## src/rtl/fft_8p_ctrl.sv

```systemverilog
// Frame sequencer for the 8-point FFT: serial samples fill a parallel input buffer that is
// held for the FFT latency; the parallel result is captured and streamed out in bin order.
module fft_8p_ctrl #(
    parameter int DATA_WIDTH  = 16,
    parameter int N           = 8,
    parameter int FFT_LATENCY = 2
) (
    input  logic                         clk,
    input  logic                         arst_n,
    input  logic                         s_valid,
    output logic                         s_ready,
    input  logic signed [DATA_WIDTH-1:0] s_real,
    input  logic signed [DATA_WIDTH-1:0] s_imag,
    output logic                         m_valid,
    input  logic                         m_ready,
    output logic signed [DATA_WIDTH-1:0] m_real,
    output logic signed [DATA_WIDTH-1:0] m_imag,
    output logic [$clog2(N)-1:0]         m_index,
    output logic                         m_last,
    output logic                         fft_start,
    output logic [N*DATA_WIDTH-1:0]      fft_x_real,
    output logic [N*DATA_WIDTH-1:0]      fft_x_imag,
    input  logic [N*DATA_WIDTH-1:0]      fft_X_real,
    input  logic [N*DATA_WIDTH-1:0]      fft_X_imag,
    output logic                         busy
);
    localparam int CW = $clog2(N);
    localparam int WW = (FFT_LATENCY < 1) ? 1 : $clog2(FFT_LATENCY + 1);
    localparam logic [CW-1:0] CNT_LAST = CW'(N - 1);
    localparam logic [WW-1:0] WCNT_SAT = WW'(FFT_LATENCY);

    typedef enum logic {ST_LOAD, ST_WAIT} state_t;

    state_t                         state_q, state_d;
    logic [CW-1:0]                  icnt_q, icnt_d;
    logic [WW-1:0]                  wcnt_q, wcnt_d;
    logic [CW-1:0]                  ocnt_q, ocnt_d;
    logic                           out_busy_q, out_busy_d;
    logic                           fft_start_q, fft_start_d;
    logic signed [DATA_WIDTH-1:0]   ibuf_re_q [N];
    logic signed [DATA_WIDTH-1:0]   ibuf_im_q [N];
    logic signed [DATA_WIDTH-1:0]   obuf_re_q [N];
    logic signed [DATA_WIDTH-1:0]   obuf_im_q [N];
    logic                           s_hs, m_hs, capture;

    // Capture needs the output buffer free as seen in the register, so a final output
    // handshake and a capture can never share an edge.
    always_comb begin
        s_hs        = s_valid && (state_q == ST_LOAD);
        m_hs        = out_busy_q && m_ready;
        capture     = (state_q == ST_WAIT) && (wcnt_q == WCNT_SAT) && !out_busy_q;
        state_d     = state_q;
        icnt_d      = icnt_q;
        wcnt_d      = wcnt_q;
        ocnt_d      = ocnt_q;
        out_busy_d  = out_busy_q;
        fft_start_d = 1'b0;

        case (state_q)
            ST_LOAD: begin
                if (s_hs) begin
                    if (icnt_q == CNT_LAST) begin
                        icnt_d      = '0;
                        wcnt_d      = '0;
                        fft_start_d = 1'b1;
                        state_d     = ST_WAIT;
                    end else begin
                        icnt_d = icnt_q + CW'(1);
                    end
                end
            end
            ST_WAIT: begin
                if (wcnt_q != WCNT_SAT) begin
                    wcnt_d = wcnt_q + WW'(1);
                end
                if (capture) begin
                    state_d = ST_LOAD;
                end
            end
            default: state_d = ST_LOAD;
        endcase

        if (capture) begin
            out_busy_d = 1'b1;
            ocnt_d     = '0;
        end else if (m_hs) begin
            if (ocnt_q == CNT_LAST) begin
                out_busy_d = 1'b0;
                ocnt_d     = '0;
            end else begin
                ocnt_d = ocnt_q + CW'(1);
            end
        end
    end

    always_ff @(posedge clk) begin
        if (!arst_n) begin
            state_q     <= ST_LOAD;
            icnt_q      <= '0;
            wcnt_q      <= '0;
            ocnt_q      <= '0;
            out_busy_q  <= 1'b0;
            fft_start_q <= 1'b0;
            for (int i = 0; i < N; i++) begin
                ibuf_re_q[i] <= '0;
                ibuf_im_q[i] <= '0;
                obuf_re_q[i] <= '0;
                obuf_im_q[i] <= '0;
            end
        end else begin
            state_q     <= state_d;
            icnt_q      <= icnt_d;
            wcnt_q      <= wcnt_d;
            ocnt_q      <= ocnt_d;
            out_busy_q  <= out_busy_d;
            fft_start_q <= fft_start_d;
            if (s_hs) begin
                ibuf_re_q[icnt_q] <= s_real;
                ibuf_im_q[icnt_q] <= s_imag;
            end
            if (capture) begin
                for (int i = 0; i < N; i++) begin
                    obuf_re_q[i] <= fft_X_real[i*DATA_WIDTH +: DATA_WIDTH];
                    obuf_im_q[i] <= fft_X_imag[i*DATA_WIDTH +: DATA_WIDTH];
                end
            end
        end
    end

    // The FFT sees the input buffer continuously; it only means something while frozen in WAIT.
    always_comb begin
        fft_x_real = '0;
        fft_x_imag = '0;
        for (int i = 0; i < N; i++) begin
            fft_x_real[i*DATA_WIDTH +: DATA_WIDTH] = ibuf_re_q[i];
            fft_x_imag[i*DATA_WIDTH +: DATA_WIDTH] = ibuf_im_q[i];
        end
    end

    assign s_ready   = (state_q == ST_LOAD);
    assign m_valid   = out_busy_q;
    assign m_real    = obuf_re_q[ocnt_q];
    assign m_imag    = obuf_im_q[ocnt_q];
    assign m_index   = ocnt_q;
    assign m_last    = out_busy_q && (ocnt_q == CNT_LAST);
    assign fft_start = fft_start_q;
    assign busy      = (state_q != ST_LOAD) || out_busy_q;

endmodule
```

## config.mk

```make
export PLATFORM = sky130hd
export DESIGN_NAME = fft_8p_ctrl
export DESIGN_NICKNAME = d
export VERILOG_FILES = /design/src/rtl/fft_8p_ctrl.sv
export SDC_FILE = /design/constraint.sdc
export NUM_CORES = 1
export LEC_CHECK = 0
export ABC_AREA = 1
export CORE_MARGIN = 10
export CORE_UTILIZATION = 49
export DETAILED_ROUTE_END_ITERATION = 8
export PLACE_DENSITY = 0.84
export SYNTH_ARGS = -nofsm -noshare
export SYNTH_HDL_FRONTEND = slang
export SYNTH_SLANG_ARGS = --single-unit
export TNS_END_PERCENT = 30
```

## constraint.sdc

```tcl
create_clock -name clk -period 15 [get_ports clk]
set_input_delay 2.25 -clock clk [delete_from_list [all_inputs] [get_ports clk]]
set_output_delay 2.25 -clock clk [all_outputs]
set_load 0.03 [all_outputs]
```

Yosys cells after proc, flatten, opt, wreduce, memory -nomap -nowiden
Memory sizes are Yosys's and may differ from the RTL's. A register that Yosys moved wholly into a read port is not among the register bits.
Index checks and enable logic that the tools add are counted.
Cells by class
  bitwise logic cells: 18
  equality and inequality tests: 7
  reductions and logical operators: 16
  add/subtract/negate cells: 3
  mux-type cells: 46
Operators with widths (number)
  $mux W16: 18
  $reduce_or A16 Y1: 2
  $mux W3: 8
  $or A1 B1 Y1: 16
  $mux W1: 15
  $add A3 B1 Y3 const B: 2
  $eq A3 B3 Y1 const B: 2
  $mux W2: 3
  $ne A2 B1 Y1 const B: 3
  $logic_and A1 B1 Y1: 5
  $pmux W2 S2: 1
  $reduce_and A2 Y1: 2
  $reduce_bool A2 Y1: 2
  $reduce_or A2 Y1: 2
  $reduce_and A3 Y1: 1
  $add A2 B1 Y2 const B: 1
  $eq A2 B2 Y1 const B: 1
  $ne A2 B2 Y1 const B: 1
  $not A1 Y1: 2
  $pmux W1 S2: 1
  $logic_not A1 Y1: 1
  $logic_or A1 B1 Y1: 1
Storage, ports and cells
  memories kept: 4
  RAM bits: 512
  bits in registers: 11
Memory list
  ibuf_im_q: words 8, width 16, rd ports 8, clocked after memory_dff 0, wr ports 8, RTL line 41  | logic signed [DATA_WIDTH-1:0] ibuf_im_q [N];
  ibuf_re_q: words 8, width 16, rd ports 8, clocked after memory_dff 0, wr ports 8, RTL line 40  | logic signed [DATA_WIDTH-1:0] ibuf_re_q [N];
  obuf_im_q: words 8, width 16, rd ports 1, clocked after memory_dff 1, wr ports 8, RTL line 43  | logic signed [DATA_WIDTH-1:0] obuf_im_q [N];
  obuf_re_q: words 8, width 16, rd ports 1, clocked after memory_dff 1, wr ports 8, RTL line 42  | logic signed [DATA_WIDTH-1:0] obuf_re_q [N];

Depth between registers and ports, before layout
Gate-level depths: netlist (run 1).
  depth after elaboration: 7
  mapped depth: 8
  gate-level depth less buffers: 7

Worst setup path before layout (run 1)
No wires, ideal clock.
  path type: register -> register
  start: register wcnt_q[0]
  end: memory obuf_im_q[0][0] (enable)
  cell stages (with the launch flop): 5
  required time: 14089 ps
  arrival: 11968 ps
  buffers on the path: 0
  slack: 2121 ps
  cells stage by stage: dfxtp_1 > inv_1 > ha_1 > nand2_1 > o21ai_1
RTL lines
  from (decl): RTL line 36  | logic [WW-1:0] wcnt_q, wcnt_d;
  from (signal assigned): RTL line 113  | wcnt_q <= wcnt_d;
  to (decl): RTL line 43

==> flow_summary.yaml, run 1 <==
floorplanning:
  die_area_sq_mm: 0.0559
  die_x_microns: 236
  ios: 588
  coreArea_sq_mm: 0.0465
  num_rows: 79
  die_h_microns: 236
  start_util_pct: 49.4
logic_synthesis:
  netlist_area_sq_mm: 0.0229
  async_flop_share_pct: 0
  yosys_warnings: 0
  synth-seq-cells: 526
  yosysSeqAreaShare_pct: 68.3
  syn_area_per_cell_sq_um: 9.93
  ys.flop_type: "edfxtp_1"
  netlist.area_leader.share_pct: 67.0
  ys_types: 22
  synthesis.nets: 2606
  synth_edf_count: 512
  syn_inst: 2309
  synthTopCellsByArea: "edfxtp_1 67%, inv_1 9.1%, nand2_1 8.3%"
  yosysTopAreaCell: "edfxtp_1"
sta:
  tightest_slew_ps: 1220
  final_hold_viol_count: 0
  finClkSkew_ps: 24.6
  fmax_ghz: 0.165
  relSlewSlack_pct: 18.3
  finalCritPeriodShare_pct: 40.5
  final_max_slew_viol_count: 0
  setup_viol: 0
  tns_ps: 0
  fin_worst_hold_slack_ps: 490
  rsz0062_at_grt: "false"
  layout_min_cycle_time_ps: 6070
detailed_routing:
  drc: 0
  drt_first_pass_iters: 6
  wl_per_cell_microns: 24.0
  viasPerCell: 5.20
  routed_wl_microns: 84800
  drtIter0Drc: 2220
  vias: 18300
  drtAntennaViolNets: 0
clock_tree:
  hold_buffers: 0
  clkTransAtPathRegs_ps: 60
  root_buffer: "clkbuf_16"
  clkLatencyLatePin_ps: 620
  numCtsBuffers: 55
  cts_resized: 0
  cts_tree: "built"
  cts_setup_buffers: 0
  clk_path_buf_depth: 3
  htree_levels: 2
  numClockSinks: 526
setup_path:
  critPathBufInv: 3
  path_max_fanout: 65
  crit_family: "buffers and inverters"
  critPathRequiredTime_ps: 12750
  cpMostUsedCell: "nand2_1"
  crit_chain: "inv_4 -> buf_4 -> nand2_1 -> nand3_1 -> nand2_1 -> nand2_1 -> nand2_1 -> clkdlybuf4s50_1"
  setup.worst_path.class: "reg2out"
  cp.arrival_ps: 3820
  rr_worst_depth: 7
  crit_path_end_kind: "output port"
  reg2reg_to: "obuf_im_q[1][4]"
  cpPeakStageDelay_ps: 710
  critPathSlowestCell: "buf_4"
  rrSetupSlack_ps: 11820
  critPathLaunchType: "flop"
  r2r_start: "wcnt_q[0]"
grt:
  antenna_found_initial: 25
  grt_pass1_wl_microns: 122000
  gr-usage-all-layers_pct: 29.3
  grt_max_degree: 207
  first_global_vias: 18600
  grt.overflow.total: 0
placement:
  dpl.hpwl_microns: 59600
  gp_congestion: 0.976
  numPortBuffers: 587
flow_run:
  maxCapViolCount: 0
hold_path:
  hold_end: "wcnt_q[1]"
  hold_start: "wcnt_q[1]"
  min_path_type: "reg2reg"
  hold_path_depth: 2
cells_and_area:
  final_common_cell: "clkdlybuf4s50_1"
  nets: 3165
  fill_cells: 3427
  layout_common_cells: "586 x clkdlybuf4s50_1, 555 x inv_1, 512 x edfxtp_1, 503 x nand2_1, 457 x nor2_1"
  post_route_cells_drive_above_1_share_pct: 4.05
  area_growth_pct: 35.0
power:
  power_density_mw_per_mm2: 113
  vdd_ir_drop_max_v: 0.000112
  leakage_nw: 14.2
outcome:
  status: "complete, no violations"
[layout make-up]
cell class / instances / area [sq um] / area share [%]
antenna: 14 / 35.0 / 0.113
clock buffer: 64 / 1410 / 4.55
clock inverter: 35 / 467 / 1.51
inverter: 558 / 2100 / 6.77
multi-input combinational: 1123 / 4530 / 14.6
sequential: 526 / 15700 / 50.6
tap: 607 / 759 / 2.45
timing repair buffer: 604 / 6010 / 19.4
[per-stage QoR]
step	util (%)	setup WS, ps	instances	total power [W]	area [sq um]
after floorplan	-	2120	2309	0.00190	22900
after global placement	62.6	9680	3418	0.00209	29100
after detailed placement	62.6	9640	3418	0.00210	29100
after CTS	66.6	8960	3517	0.00352	30900
after global routing	66.6	8790	3524	0.00360	31000
final	66.7	8930	3531	0.00351	31000
[worst reg2reg max path, cell delays in order (launching register included)]
cell	delay (ps)
dfxtp_1	330
inv_1	60
ha_1	200
nand2_1	180
nor2_1	140
nand2_4	700
buf_4	1020
nor2_1	240
[sequential cells by signal (all words and copies together), names as in the netlist, named ones only]
name,cells
obuf_re_q,128
ibuf_re_q,128
ibuf_im_q,128
state_q,1
icnt_q,3
obuf_im_q,128
wcnt_q,2
m_index,3
m_valid,1
fft_start,1
[power breakdown]
group	total [W]	leakage [nW]	switching, W	internal (W)
Clock	0.00144	0.910	0.000593	0.000848
Combinational	0.000374	7.91	0.000225	0.000148
Sequential	0.00170	5.39	0.0000215	0.00168
[kinds of logic (layout without fill, tap and decap cells)]
family	after synthesis	after routing	share of synthesized area (%)
and+or+nand+nor	1103	1103	19.1
buffers and inverters	660	1261	12.1
DFF	526	526	68.3
AOI/OAI and AO/OA	15	15	0.327
adders and majority gates	5	5	0.273
other	0	14	0
[worst max path at each step]
| stage | start | cells after the start | slack (ps) | to |
|---|---|---|---|---|
| 2_1_floorplan | wcnt_q[0] | 4 | 2120 | obuf_im_q[0][0] |
| 3_3_place_gp | flop | 8 | 9680 | m_real[15] |
| 3_5_place_dp | flop | 8 | 9640 | m_imag[2] |
| 4_1_cts | flop | 8 | 8960 | m_imag[2] |
| 5_1_grt | flop | 8 | 8790 | m_real[15] |
| 6_report | flop | 8 | 8930 | m_imag[15] |
[synth_stat cells, types with 2 or more instances]
library cell and number:
inv_1 556, edfxtp_1 512, nand2_1 505, nor2_1 457, nand3_1 128, buf_2 47, buf_6 30, clkbuf_1 18
dfxtp_1 14, a21oi_1 9, buf_1 5, ha_1 5, o21ai_0 5, nand2_2 4, nand2_4 4, buf_4 2
inv_2 2, nor2_4 2
[metal layers]
layer	part of all wire [%]	track usage (%)	vias to the layer above	wire length [microns]
li1	-	-	8140	-
met3	14	12.3	236	12000
met1	34	33.3	8720	28400
met2	48	47.6	1230	40300
met5	0.13	0	-	110
met4	4.6	13.1	18	3930
Power figures use the tool's default switching activity.
==> inputs of run 2 (changes only) <==
--- a/config.mk
+++ b/config.mk
@@ -7,9 +7,9 @@
 export LEC_CHECK = 0
 export ABC_AREA = 1
 export CORE_MARGIN = 10
-export CORE_UTILIZATION = 49
+export CORE_UTILIZATION = 45
 export DETAILED_ROUTE_END_ITERATION = 8
-export PLACE_DENSITY = 0.84
+export PLACE_DENSITY = 0.81
 export SYNTH_ARGS = -nofsm -noshare
 export SYNTH_HDL_FRONTEND = slang
 export SYNTH_SLANG_ARGS = --single-unit
==> constraint.sdc (replaced) <==
create_clock -name clk -period 5.39 [get_ports clk]
set_input_delay 0.8085 -clock clk [delete_from_list [all_inputs] [get_ports clk]]
set_output_delay 0.8085 -clock clk [all_outputs]
set_load 0.03 [all_outputs]
==> flow_summary.yaml, run 2 (synthesis gave the netlist of run 1 again) <==
cells_and_area:
  final_common_cell: "clkdlybuf4s50_1"
  area_growth_pct: 35.1
  fill_cells: 3925
  instances_no_fill: 3597
  nets: 3165
  final_util_pct: 61.6
  multi_input_area_sq_mm: 0.00453
  layout_common_cells: "586 x clkdlybuf4s50_1, 555 x inv_1, 512 x edfxtp_1, 502 x nand2_1, 457 x nor2_1"
  post_route_cells_drive_above_1_share_pct: 3.85
  seqCellArea_sq_mm: 0.0157
grt:
  first_global_vias: 18400
  grt.overflow.total: 0
  gr-usage-all-layers_pct: 28.2
  top_usage_layer: "met2"
  grtUsageMet2_pct: 45.2
  grtUsageMet3_pct: 13.1
  grt_max_degree: 121
  grt_pass1_wl_microns: 125000
  antenna_found_initial: 19
  use_met1_pct: 31.9
detailed_routing:
  vias: 18200
  drc: 0
  routed_wl_microns: 87700
  drtIter0Drc: 2367
  drtAntennaViolNets: 0
  drt_first_pass_iters: 5
  viasPerCell: 5.06
  wl_per_cell_microns: 24.4
clock_tree:
  clkTransAtPathRegs_ps: 60
  cts_resized: 0
  clk_path_buf_depth: 3
  numCtsBuffers: 54
  hold_buffers: 0
  cts_tree: "built"
  numClockSinks: 526
  root_buffer: "clkbuf_16"
  htree_levels: 2
  clkLatencyLatePin_ps: 640
  cts_setup_buffers: 0
placement:
  dpl.hpwl_microns: 64300
  post-place-ws_ps: 1730
  gp_congestion: 0.980
  place_inst: 3484
  numPortBuffers: 587
floorplanning:
  ios: 588
  die_x_microns: 246
  start_util_pct: 45.6
  die_h_microns: 246
  coreArea_sq_mm: 0.0503
  num_rows: 82
  die_area_sq_mm: 0.0604
sta:
  setup_viol: 0
  fmax_ghz: 0.231
  setup_ws_ps: 1070
  final_max_slew_viol_count: 0
  finalCritPeriodShare_pct: 80.2
  rsz0062_at_grt: "false"
  relSlewSlack_pct: 18.0
  layout_min_cycle_time_ps: 4320
  tightest_slew_ps: 1230
  tns_ps: 0
  finClkSkew_ps: 48.9
  final_hold_viol_count: 0
setup_path:
  path_max_fanout: 97
  critPathLaunchType: "flop"
  setup.worst_path.class: "reg2out"
  crit_path_end_kind: "output port"
  cp.arrival_ps: 3510
  critPathRequiredTime_ps: 4580
power:
  leakage_nw: 14.2
  vdd_ir_drop_max_v: 0.000326
  power_density_mw_per_mm2: 309
hold_path:
  min_path_type: "reg2reg"
outcome:
  status: "complete, no violations"
flow_run:
  maxCapViolCount: 0
-- run 2: cell types whose count changed in the layout (fill, tap and decap cells not counted), sizes merged --
cell / previous run / this run
buf: 18 / 19
clkinv: 19 / 23
inv: 562 / 560
bufinv: 10 / 6
clkbuf: 64 / 66
-- run 2: layout make-up --
| cell class | count | share of cell area, % |
|---|---|---|
| clock buffer | 66 | 4.58 |
| antenna | 14 | 0.113 |
| inverter | 558 | 6.77 |
| timing repair buffer | 605 | 19.5 |
| sequential | 526 | 50.6 |
| multi-input combinational | 1123 | 14.6 |
| clock inverter | 33 | 1.16 |
| tap | 672 | 2.71 |
-- run 2: worst max-delay path: stages (launching register included) --
cell and delay, ps:
dfxtp_4 460, inv_4 760, buf_4 490, nand2_1 90, nand3_1 90, nand2_1 140, nand2_1 100, nand2_1 90
clkdlybuf4s50_1 610
-- run 2: worst paths after layout --
kind	start	endpoint	slack, ps	cells after the start
setup / recovery	flop	m_real[5]	1070	8
setup reg to reg	wcnt_q[0]	obuf_im_q[0][15]	2800	6
hold reg to reg	wcnt_q[1]	wcnt_q[1]	500	2
hold / removal	wcnt_q[1]	wcnt_q[1]	500	2
-- run 2: where the power goes --
part / total, W / switching (W) / internal [W]
clock: 0.00380 / 0.00164 / 0.00216
sequential: 0.00473 / 0.0000593 / 0.00467
combinational: 0.00106 / 0.000645 / 0.000414
total: 0.00959 / 0.00234 / 0.00724
-- run 2: per-layer routing --
layer | vias to the layer above | wire (microns)
met5 | - | 227
met4 | 20 | 3920
met3 | 206 | 13000
met2 | 1144 | 41100
met1 | 8705 | 29300
li1 | 8140 | -
-- run 2: metrics by stage --
stage | total power, W | hold slack (ps) | instance area, sq um
finish | 0.00959 | 499 | 31000
global route | 0.00982 | 506 | 31000
CTS | 0.00960 | 481 | 30900
floorplan | 0.00525 | 440 | 22900
global placement | 0.00584 | 451 | 29200
detailed placement | 0.00585 | 473 | 29200
==> inputs of run 3 (changes only) <==
--- a/config.mk
+++ b/config.mk
@@ -7,9 +7,9 @@
 export LEC_CHECK = 0
 export ABC_AREA = 1
 export CORE_MARGIN = 10
-export CORE_UTILIZATION = 45
+export CORE_UTILIZATION = 49
 export DETAILED_ROUTE_END_ITERATION = 8
-export PLACE_DENSITY = 0.81
+export PLACE_DENSITY = 0.84
 export SYNTH_ARGS = -nofsm -noshare
 export SYNTH_HDL_FRONTEND = slang
 export SYNTH_SLANG_ARGS = --single-unit
==> constraint.sdc (replaced) <==
create_clock -name clk -period 4.2 [get_ports clk]
set_input_delay 0.63 -clock clk [delete_from_list [all_inputs] [get_ports clk]]
set_output_delay 0.63 -clock clk [all_outputs]
set_load 0.03 [all_outputs]
==> flow_summary.yaml, run 3 (synthesis gave the netlist of run 1 again) <==
hold_path:
  hold_path_depth: 2
  hold_end: "wcnt_q[1]"
  hold_start: "wcnt_q[1]"
  min_path_type: "reg2reg"
setup_path:
  path_max_fanout: 35
  rrSetupSlack_ps: 1740
  rr_worst_depth: 5
  critPathLaunchType: "flop"
  reg2reg_to: "ibuf_re_q[4][0]"
  critPathRequiredTime_ps: 3570
  setup.worst_path.class: "reg2out"
  crit_path_end_kind: "output port"
  cp.arrival_ps: 3200
  r2r_start: "state_q"
power:
  combPwrFrac_pct: 11.1
  power_density_mw_per_mm2: 392
  p_seq_share_pct: 50.0
  clock_power_share_pct: 38.9
  leakage_nw: 14.2
  p_int_w: 0.00912
  fin_total_pwr_w: 0.0121
  switchingPower_w: 0.00301
  switching_share_pct: 24.8
  vdd_ir_drop_max_v: 0.000403
grt:
  grt.overflow.total: 0
  first_global_vias: 18400
  grt_pass1_wl_microns: 123000
  grt_max_degree: 142
  grtUsageMet3_pct: 13.7
  gr-usage-all-layers_pct: 29.6
  antenna_found_initial: 15
  top_usage_layer: "met2"
  grtUsageMet2_pct: 47.8
  use_met1_pct: 33.5
cells_and_area:
  area_growth_pct: 34.7
  nets: 3172
  fill_cells: 3411
  multi_input_area_sq_mm: 0.00454
  final_common_cell: "clkdlybuf4s50_1"
  fin_area_sq_mm: 0.0309
  post_route_cells_drive_above_1_share_pct: 4.25
  layout_common_cells: "586 x clkdlybuf4s50_1, 555 x inv_1, 512 x edfxtp_1, 502 x nand2_1, 457 x nor2_1"
  seqCellArea_sq_mm: 0.0157
floorplanning:
  die_area_sq_mm: 0.0559
  num_rows: 79
  die_x_microns: 236
  start_util_pct: 49.4
  coreArea_sq_mm: 0.0465
  ios: 588
  die_h_microns: 236
flow_run:
  maxCapViolCount: 0
placement:
  dpl.hpwl_microns: 62000
  post-place-ws_ps: 982
  numPortBuffers: 587
  gp_congestion: 0.953
  place_area_sq_mm: 0.0292
sta:
  fmax_ghz: 0.261
  tightest_slew_ps: 1030
  finalCritPeriodShare_pct: 91.3
  relSlewSlack_pct: 31.3
  final_hold_viol_count: 0
  finClkSkew_ps: 34.7
  rsz0062_at_grt: "false"
  final_max_slew_viol_count: 0
  tns_ps: 0
  setup_viol: 0
  layout_min_cycle_time_ps: 3830
  setup_ws_ps: 366
outcome:
  status: "complete, no violations"
clock_tree:
  cts_tree: "built"
  clkLatencyLatePin_ps: 640
  cts_resized: 0
  clk_path_buf_depth: 3
  root_buffer: "clkbuf_16"
  htree_levels: 2
  numCtsBuffers: 53
  hold_buffers: 0
  clkTransAtPathRegs_ps: 60
  cts_setup_buffers: 0
  numClockSinks: 526
detailed_routing:
  drt_first_pass_iters: 6
  vias: 18400
  drtIter0Drc: 2266
  drc: 0
  wl_per_cell_microns: 24.3
  viasPerCell: 5.19
  routed_wl_microns: 85700
  drtAntennaViolNets: 0
[run 3: cell count changes in the layout (fill, tap and decap cells not counted), sizes merged]
cell      before  now
buf           19   27
bufinv         6    4
clkinv        23   26
clkinvlp       2    3
diode         14    6
inv          560  559
[run 3: area by class of cell]
class	count	share of cell area [%]
clock inverter	34	1.09
clock buffer	66	4.45
antenna	6	0.0486
inverter	558	6.79
tap	607	2.46
timing repair buffer	613	19.8
sequential	526	50.7
multi-input combinational	1123	14.7
[run 3: layer usage]
| layer | wire [microns] | vias to the layer above |
|---|---|---|
| met3 | 12600 | 211 |
| met1 | 28800 | 8685 |
| li1 | - | 8133 |
| met4 | 3570 | 18 |
| met5 | 115 | - |
| met2 | 40500 | 1305 |
[run 3: power by group through the flow]
stage	clock network, W	registers [W]	logic [W]
6_report	0.00471	0.00607	0.00135
3_3_place_gp	0	0.00615	0.00132
2_1_floorplan	0	0.00643	0.000314
4_1_cts	0.00474	0.00606	0.00134
3_5_place_dp	0	0.00617	0.00133
5_1_grt	0.00491	0.00608	0.00141
[run 3: metrics by stage]
step           utilization [%]  cells  hold slack (ps)
2_1_floorplan                -   2309              443
3_3_place_gp              62.8   3427              451
3_5_place_dp              62.8   3427              477
4_1_cts                   66.5   3527              486
5_1_grt                   66.5   3532              509
6_report                  66.5   3533              488
[run 3: worst max path at each step]
stage / end / slack [ps] / cells past startpoint
2_1_floorplan: obuf_im_q[0][0] / -1070 / 4
3_3_place_gp: ibuf_im_q[4][11] / 1060 / 5
3_5_place_dp: ibuf_im_q[4][3] / 980 / 5
4_1_cts: m_imag[15] / 380 / 8
5_1_grt: m_imag[15] / 210 / 7
6_report: m_imag[15] / 370 / 7
[run 3: critical path, cell delays in order, from the launching register on]
cell	delay, ps
dfxtp_2	470
inv_2	480
buf_4	490
nand3_1	140
nand2_1	80
nand2_1	50
nand2_1	150
clkdlybuf4s50_1	710
